File: src/rtl/forth_pkg.sv
// Shared definitions for the Forth core boot path: instruction width,
// the default frame sync marker and the loader state encoding.
package forth_pkg;

  localparam int unsigned INSTR_WIDTH = 16;
  localparam logic [7:0]  SYNC_BYTE   = 8'hA5;

  typedef enum logic [2:0] {
    SYNC,
    LEN_HI,
    LEN_LO,
    DATA_HI,
    DATA_LO,
    CHK,
    DONE,
    ERR
  } loader_state_e;

endpackage

File: src/rtl/forth_loader.sv
// Boot loader for the Forth core. Parses a framed byte stream
// (sync, LEN_HI, LEN_LO, LEN words high byte first, CHK), writes the words
// into instruction RAM from address 0 and holds the core in reset until a
// frame has loaded and its modulo-256 checksum closes to zero.
//
// Ports:
//   clk, reset            clock, synchronous active-high reset
//   rx_data, rx_valid     byte stream from the UART receiver
//   rx_ready              byte accepted when rx_valid & rx_ready
//   imem_waddr/wdata/we   instruction RAM write port (single-cycle strobe)
//   cpu_reset             core reset, high while loading or after a rejected frame
//   done, error           status of the last frame
module forth_loader
  import forth_pkg::*;
#(
  parameter int unsigned iaddr_width    = 10,
  parameter int unsigned timeout_cycles = 1000000,
  parameter logic [7:0]  sync_byte      = SYNC_BYTE
) (
  input  logic                   clk,
  input  logic                   reset,
  input  logic [7:0]             rx_data,
  input  logic                   rx_valid,
  output logic                   rx_ready,
  output logic [iaddr_width-1:0] imem_waddr,
  output logic [INSTR_WIDTH-1:0] imem_wdata,
  output logic                   imem_we,
  output logic                   cpu_reset,
  output logic                   done,
  output logic                   error
);

  localparam int unsigned MAX_LEN = 32'd1 << iaddr_width;
  localparam int unsigned TMO_W   = $clog2(timeout_cycles + 1);

  loader_state_e          state_q, state_d;
  logic [7:0]             len_hi_q, len_hi_d;
  logic [7:0]             hi_q, hi_d;
  logic [iaddr_width-1:0] addr_q, addr_d;
  logic [15:0]            cnt_q, cnt_d;
  logic [7:0]             sum_q, sum_d;
  logic [TMO_W-1:0]       tmo_q, tmo_d;
  logic [iaddr_width-1:0] waddr_d;
  logic [INSTR_WIDTH-1:0] wdata_d;
  logic                   we_d, cpu_reset_d, done_d, error_d;
  logic                   accept, active;
  logic [15:0]            len_w;

  // Next-state, datapath and registered-output values
  always_comb begin
    state_d     = state_q;
    len_hi_d    = len_hi_q;
    hi_d        = hi_q;
    addr_d      = addr_q;
    cnt_d       = cnt_q;
    sum_d       = sum_q;
    tmo_d       = '0;
    waddr_d     = imem_waddr;
    wdata_d     = imem_wdata;
    we_d        = 1'b0;
    cpu_reset_d = cpu_reset;
    done_d      = done;
    error_d     = error;

    accept = rx_valid & rx_ready;
    active = state_q inside {LEN_HI, LEN_LO, DATA_HI, DATA_LO, CHK};
    len_w  = {len_hi_q, rx_data};

    // Inter-byte idle counter, only running inside a frame
    if (active && !accept) begin
      tmo_d = tmo_q + TMO_W'(1);
    end

    case (state_q)
      SYNC, DONE, ERR: begin
        if (accept && rx_data == sync_byte) begin
          state_d     = LEN_HI;
          cpu_reset_d = 1'b1;
          done_d      = 1'b0;
          error_d     = 1'b0;
          sum_d       = '0;
          addr_d      = '0;
        end
      end
      LEN_HI: begin
        if (accept) begin
          len_hi_d = rx_data;
          sum_d    = sum_q + rx_data;
          state_d  = LEN_LO;
        end
      end
      LEN_LO: begin
        if (accept) begin
          sum_d = sum_q + rx_data;
          cnt_d = len_w;
          // Oversize frames are rejected before any write, so addr never wraps
          if (32'(len_w) > MAX_LEN) begin
            state_d = ERR;
          end else if (len_w == 16'd0) begin
            state_d = CHK;
          end else begin
            state_d = DATA_HI;
          end
        end
      end
      DATA_HI: begin
        if (accept) begin
          hi_d    = rx_data;
          sum_d   = sum_q + rx_data;
          state_d = DATA_LO;
        end
      end
      DATA_LO: begin
        if (accept) begin
          sum_d   = sum_q + rx_data;
          we_d    = 1'b1;
          waddr_d = addr_q;
          wdata_d = {hi_q, rx_data};
          addr_d  = addr_q + iaddr_width'(1);
          cnt_d   = cnt_q - 16'd1;
          state_d = (cnt_q == 16'd1) ? CHK : DATA_HI;
        end
      end
      CHK: begin
        if (accept) begin
          state_d = (8'(sum_q + rx_data) == 8'd0) ? DONE : ERR;
        end
      end
      default: state_d = SYNC;
    endcase

    if (active && !accept && tmo_q == TMO_W'(timeout_cycles - 1)) begin
      state_d = ERR;
    end

    // Status outputs follow entry into the terminal states
    if (state_d == DONE && state_q != DONE) begin
      cpu_reset_d = 1'b0;
      done_d      = 1'b1;
      error_d     = 1'b0;
    end
    if (state_d == ERR && state_q != ERR) begin
      cpu_reset_d = 1'b1;
      done_d      = 1'b0;
      error_d     = 1'b1;
    end
  end

  // State, datapath and output registers
  always_ff @(posedge clk) begin
    if (reset) begin
      state_q    <= SYNC;
      len_hi_q   <= '0;
      hi_q       <= '0;
      addr_q     <= '0;
      cnt_q      <= '0;
      sum_q      <= '0;
      tmo_q      <= '0;
      rx_ready   <= 1'b0;
      imem_waddr <= '0;
      imem_wdata <= '0;
      imem_we    <= 1'b0;
      cpu_reset  <= 1'b1;
      done       <= 1'b0;
      error      <= 1'b0;
    end else begin
      state_q    <= state_d;
      len_hi_q   <= len_hi_d;
      hi_q       <= hi_d;
      addr_q     <= addr_d;
      cnt_q      <= cnt_d;
      sum_q      <= sum_d;
      tmo_q      <= tmo_d;
      rx_ready   <= 1'b1;
      imem_waddr <= waddr_d;
      imem_wdata <= wdata_d;
      imem_we    <= we_d;
      cpu_reset  <= cpu_reset_d;
      done       <= done_d;
      error      <= error_d;
    end
  end

endmodule

File: config.mk
export PLATFORM = sky130hd
export DESIGN_NAME = forth_loader
export DESIGN_NICKNAME = d
export VERILOG_FILES = /design/src/rtl/forth_pkg.sv /design/src/rtl/forth_loader.sv
export SDC_FILE = /design/constraint.sdc
export NUM_CORES = 1
export LEC_CHECK = 0
export CORE_MARGIN = 2
export CORE_UTILIZATION = 41
export CTS_BUF_LIST = sky130_fd_sc_hd__clkbuf_8
export CTS_CLUSTER_DIAMETER = 30
export CTS_CLUSTER_SIZE = 16
export DETAILED_ROUTE_END_ITERATION = 8
export SLEW_MARGIN = 0
export SYNTH_ARGS = -nofsm -noshare
export SYNTH_HDL_FRONTEND = slang
export SYNTH_SLANG_ARGS = --single-unit
File: constraint.sdc
create_clock -name clk -period 4.4 [get_ports clk]
set_input_delay 0.66 -clock clk [delete_from_list [all_inputs] [get_ports clk]]
set_output_delay 0.66 -clock clk [all_outputs]
set_load 0.02 [all_outputs]
==> summary.md <==
| Metric | Value |
|---|---|
| PD cells | 277 nW/µm² |
| Router iterations before antenna repair | 4 |
| Fillers | 1179 |
| Post-synthesis adder-cell area fraction | 0.0319 |
| Peak VDD IR | 0.161 mV |
| Nets | 662 |
| Compound-Gate Fraction of Synth Area | 0.165 |
| Die height | 114 µm |
| Post-synthesis mux area share | 0.0346 |
| Initial antenna violation count | 0 |
| Clk buf depth | 2 |
| Post-synth net total | 636 |
| Mean number of vias per cell | 5.54 |
| Total track usage | 0.194 |
| Yosys reg bits | 104 |
| Period utilization | 0.708 |
| Core Rows | 40 |
| Global placement routability congestion | 0.826 |
| Crit path kind | input port to register |
| WHS Path Cells | 2 |
| Syn. warnings | 0 |
| Xor and xnor area share after synthesis | 0.0513 |
| Cell count after synthesis | 613 |
| Status | finished, final reports clean |
| Routed wire length | 12000 µm |
| Final core occ | 0.472 |
| ANT nets after route | 0 |
| Clock slew at reported path FFs | 100 ps |
| Largest family of logic cells by synthesized area | simple AND/OR/NAND/NOR gates |
| Reg2Reg Depth | 9 |
| Final TNS setup | 0 ps |
| Reg2reg end | done |
| Synth Area per Inst | 8.07 µm² |
| CTS tree | built |
| Area leader, netlist | dfxtp_1 |
| Main area contributors after synthesis | dfxtp_1 42%, nand2_1 7.0%, nor2_1 6.6% |
| Post-Layout Cell Count | 790 |
| Synthesis-to-layout area growth | 13.6% |
| Hold WC Path Type | register to register |
| Max cap viols | 0 |
| Clock Latency Late Sink | 390 ps |
| Fmax | 0.321 GHz |
| CTS resizes | 0 |
| Slew @ Worst Pin | 991 ps |
| CP Data Required Time | 4730 ps |
| Top_reg_cell synth | dfxtp_1 |
| Top cells by count, synth | 104 x dfxtp_1, 92 x nand2_1, 87 x nor2_1 |
| Layout cell share with drive strength beyond 1 | 0.0513 |
| Post-cts hold buffer count | 0 |
| Hold_sp | hi_q[2] |
| # Post-CTS Setup Buffers | 0 |
| Final Hold Fails | 0 |
| Detail Placement HPWL | 8230 µm |
| Reg2reg setup slack | 1850 ps |
| H-tree levels | 3 |
| Async set-reset flop share out of synthesis | 0 |
| Register area share after synthesis | 0.421 |
| CTS Buf Count | 9 |
| Vias | 4378 |
| Crit path DAT | 3440 ps |
| Tmin final | 3110 ps |
| Root buffer cell | clkbuf_8 |
| Core area | 11900 µm² |
| First-pass GRT wire length | 19900 µm |
| Simple-gate share of the synthesized area | 0.264 |
| Final Slew Violations | 0 |
| Avg WL per Cell | 15.1 µm |
| Post-Syn Area | 4950 µm² |
| Drc violations | 0 |
| Crit Path Max Fanout | 7 |
| Placed Cells | 775 |
| CTS Sinks | 104 |
| Die Wd | 114 µm |
| Top cell type's share of synthesized area | 0.421 |
| DRT iter0 DRCs | 228 |
| Post-synth EDFFs | 0 |
| Largest net degree at the start of global routing | 51 |
| Leakage | 1.93 nW |
| Diodes inserted | 0 |
| Worst Setup Start Kind | input port |
| Io pins | 42 |
| Worst slack, placed | 936 ps |
| Post-route setup slack | 1290 ps |
| PortBufs | 41 |
| Slew headroom | 0.338 |
| Initial core utilization | 0.415 |
| Area of the die | 13000 µm² |
| Hold EP | imem_wdata[10] |
| Reg2reg start | sum_q[0] |
| # setup viols final | 0 |
| Number of global-route vias before repair | 4105 |
| Distinct cell type count after synthesis | 63 |
| Most common cell in the netlist | dfxtp_1 |
| Endpoint type of the worst setup path | register |
| Grt total ovfl | 0 |
| Unrepaired setup endpoints after global routing | false |
| Setup Skew | 12.8 ps |
-- kinds of logic after synthesis --
logic type	after synthesis
XOR/XNOR	29
buffers and inverters	43
adder cells (fa/ha/maj)	12
multiplexers	17
flip-flops	104
AO/OA/AOI/OAI	128
AND/OR/NAND/NOR	280
-- how the worst max path moves through the flow --
| stage | from | to | cells past startpoint | slack (ps) |
|---|---|---|---|---|
| floorplan | rx_data[0] | error | 9 | 1770 |
| global placement | rx_data[0] | cpu_reset | 10 | 960 |
| detailed placement | rx_data[0] | cpu_reset | 10 | 940 |
| CTS | rx_data[0] | cpu_reset | 10 | 1330 |
| global route | rx_data[0] | error | 10 | 1010 |
| finish | rx_data[0] | done | 10 | 1290 |
-- cells in the final DEF, fill, tap and decap left out, types with 4 or more instances in the layout --
cell type	count
nand3_1	17
nor3_1	17
a211oi_1	12
a22oi_1	10
nor2_1	87
buf_4	4
and3_1	6
a21oi_1	50
nand2_1	92
xor2_1	15
o21ai_0	22
dfxtp_1	104
mux2i_1	16
nand4_1	8
and2_1	4
o22ai_1	7
or3_1	13
clkdlybuf4s50_1	40
ha_1	11
inv_1	15
xnor2_1	14
nor4_1	8
clkbuf_8	9
-- registers in the layout (all words and copies together) (netlist names) --
signal,flops
error,1
imem_waddr,10
cnt_q,16
hi_q,8
imem_wdata,16
len_hi_q,8
addr_q,10
cpu_reset,1
imem_we,1
done,1
tmo_q,20
state_q,3
rx_ready,1
sum_q,8
-- critical path: stages --
cell             delay (ps)
clkdlybuf4s50_1         520
ha_1                    290
fa_1                    410
a211oi_1                390
nor2_1                  110
xor2_1                  170
nor4_1                  380
a21oi_1                 150
nor3_1                  230
nand3b_1                140
-- power breakdown --
part           internal (mW)  switching (mW)  leakage, nW
combinational         0.0251          0.0482         1.00
clock                  0.201           0.337       0.0881
sequential             0.943         0.00298        0.838
-- area by class of cell --
class	count	area, µm²	share of cell area
Sequential cell	104	2080	0.370
Tap cell	147	184	0.0327
Clock buffer	9	124	0.0220
Inverter	13	48.8	0.00868
Clock inverter	6	37.5	0.00668
Timing Repair Buffer	45	435	0.0775
Multi-Input combinational cell	466	2710	0.482
-- through the flow --
stage | hold WS, ps | cell area [µm²] | power [mW]
floorplan | 418 | 4950 | 1.01
global placement | 434 | 5460 | 1.04
detailed placement | 445 | 5460 | 1.04
CTS | 462 | 5620 | 1.57
global route | 476 | 5620 | 1.61
finish | 457 | 5620 | 1.56
-- routing by layer --
metal	vias up	global-route usage	share of wire
li1	2207	-	-
met1	2071	0.251	0.47
met2	83	0.319	0.47
met3	17	0.0372	0.042
met4	0	0.0780	0.017
met5	-	0	0
Note: power is estimated with default switching activity, not from simulation.
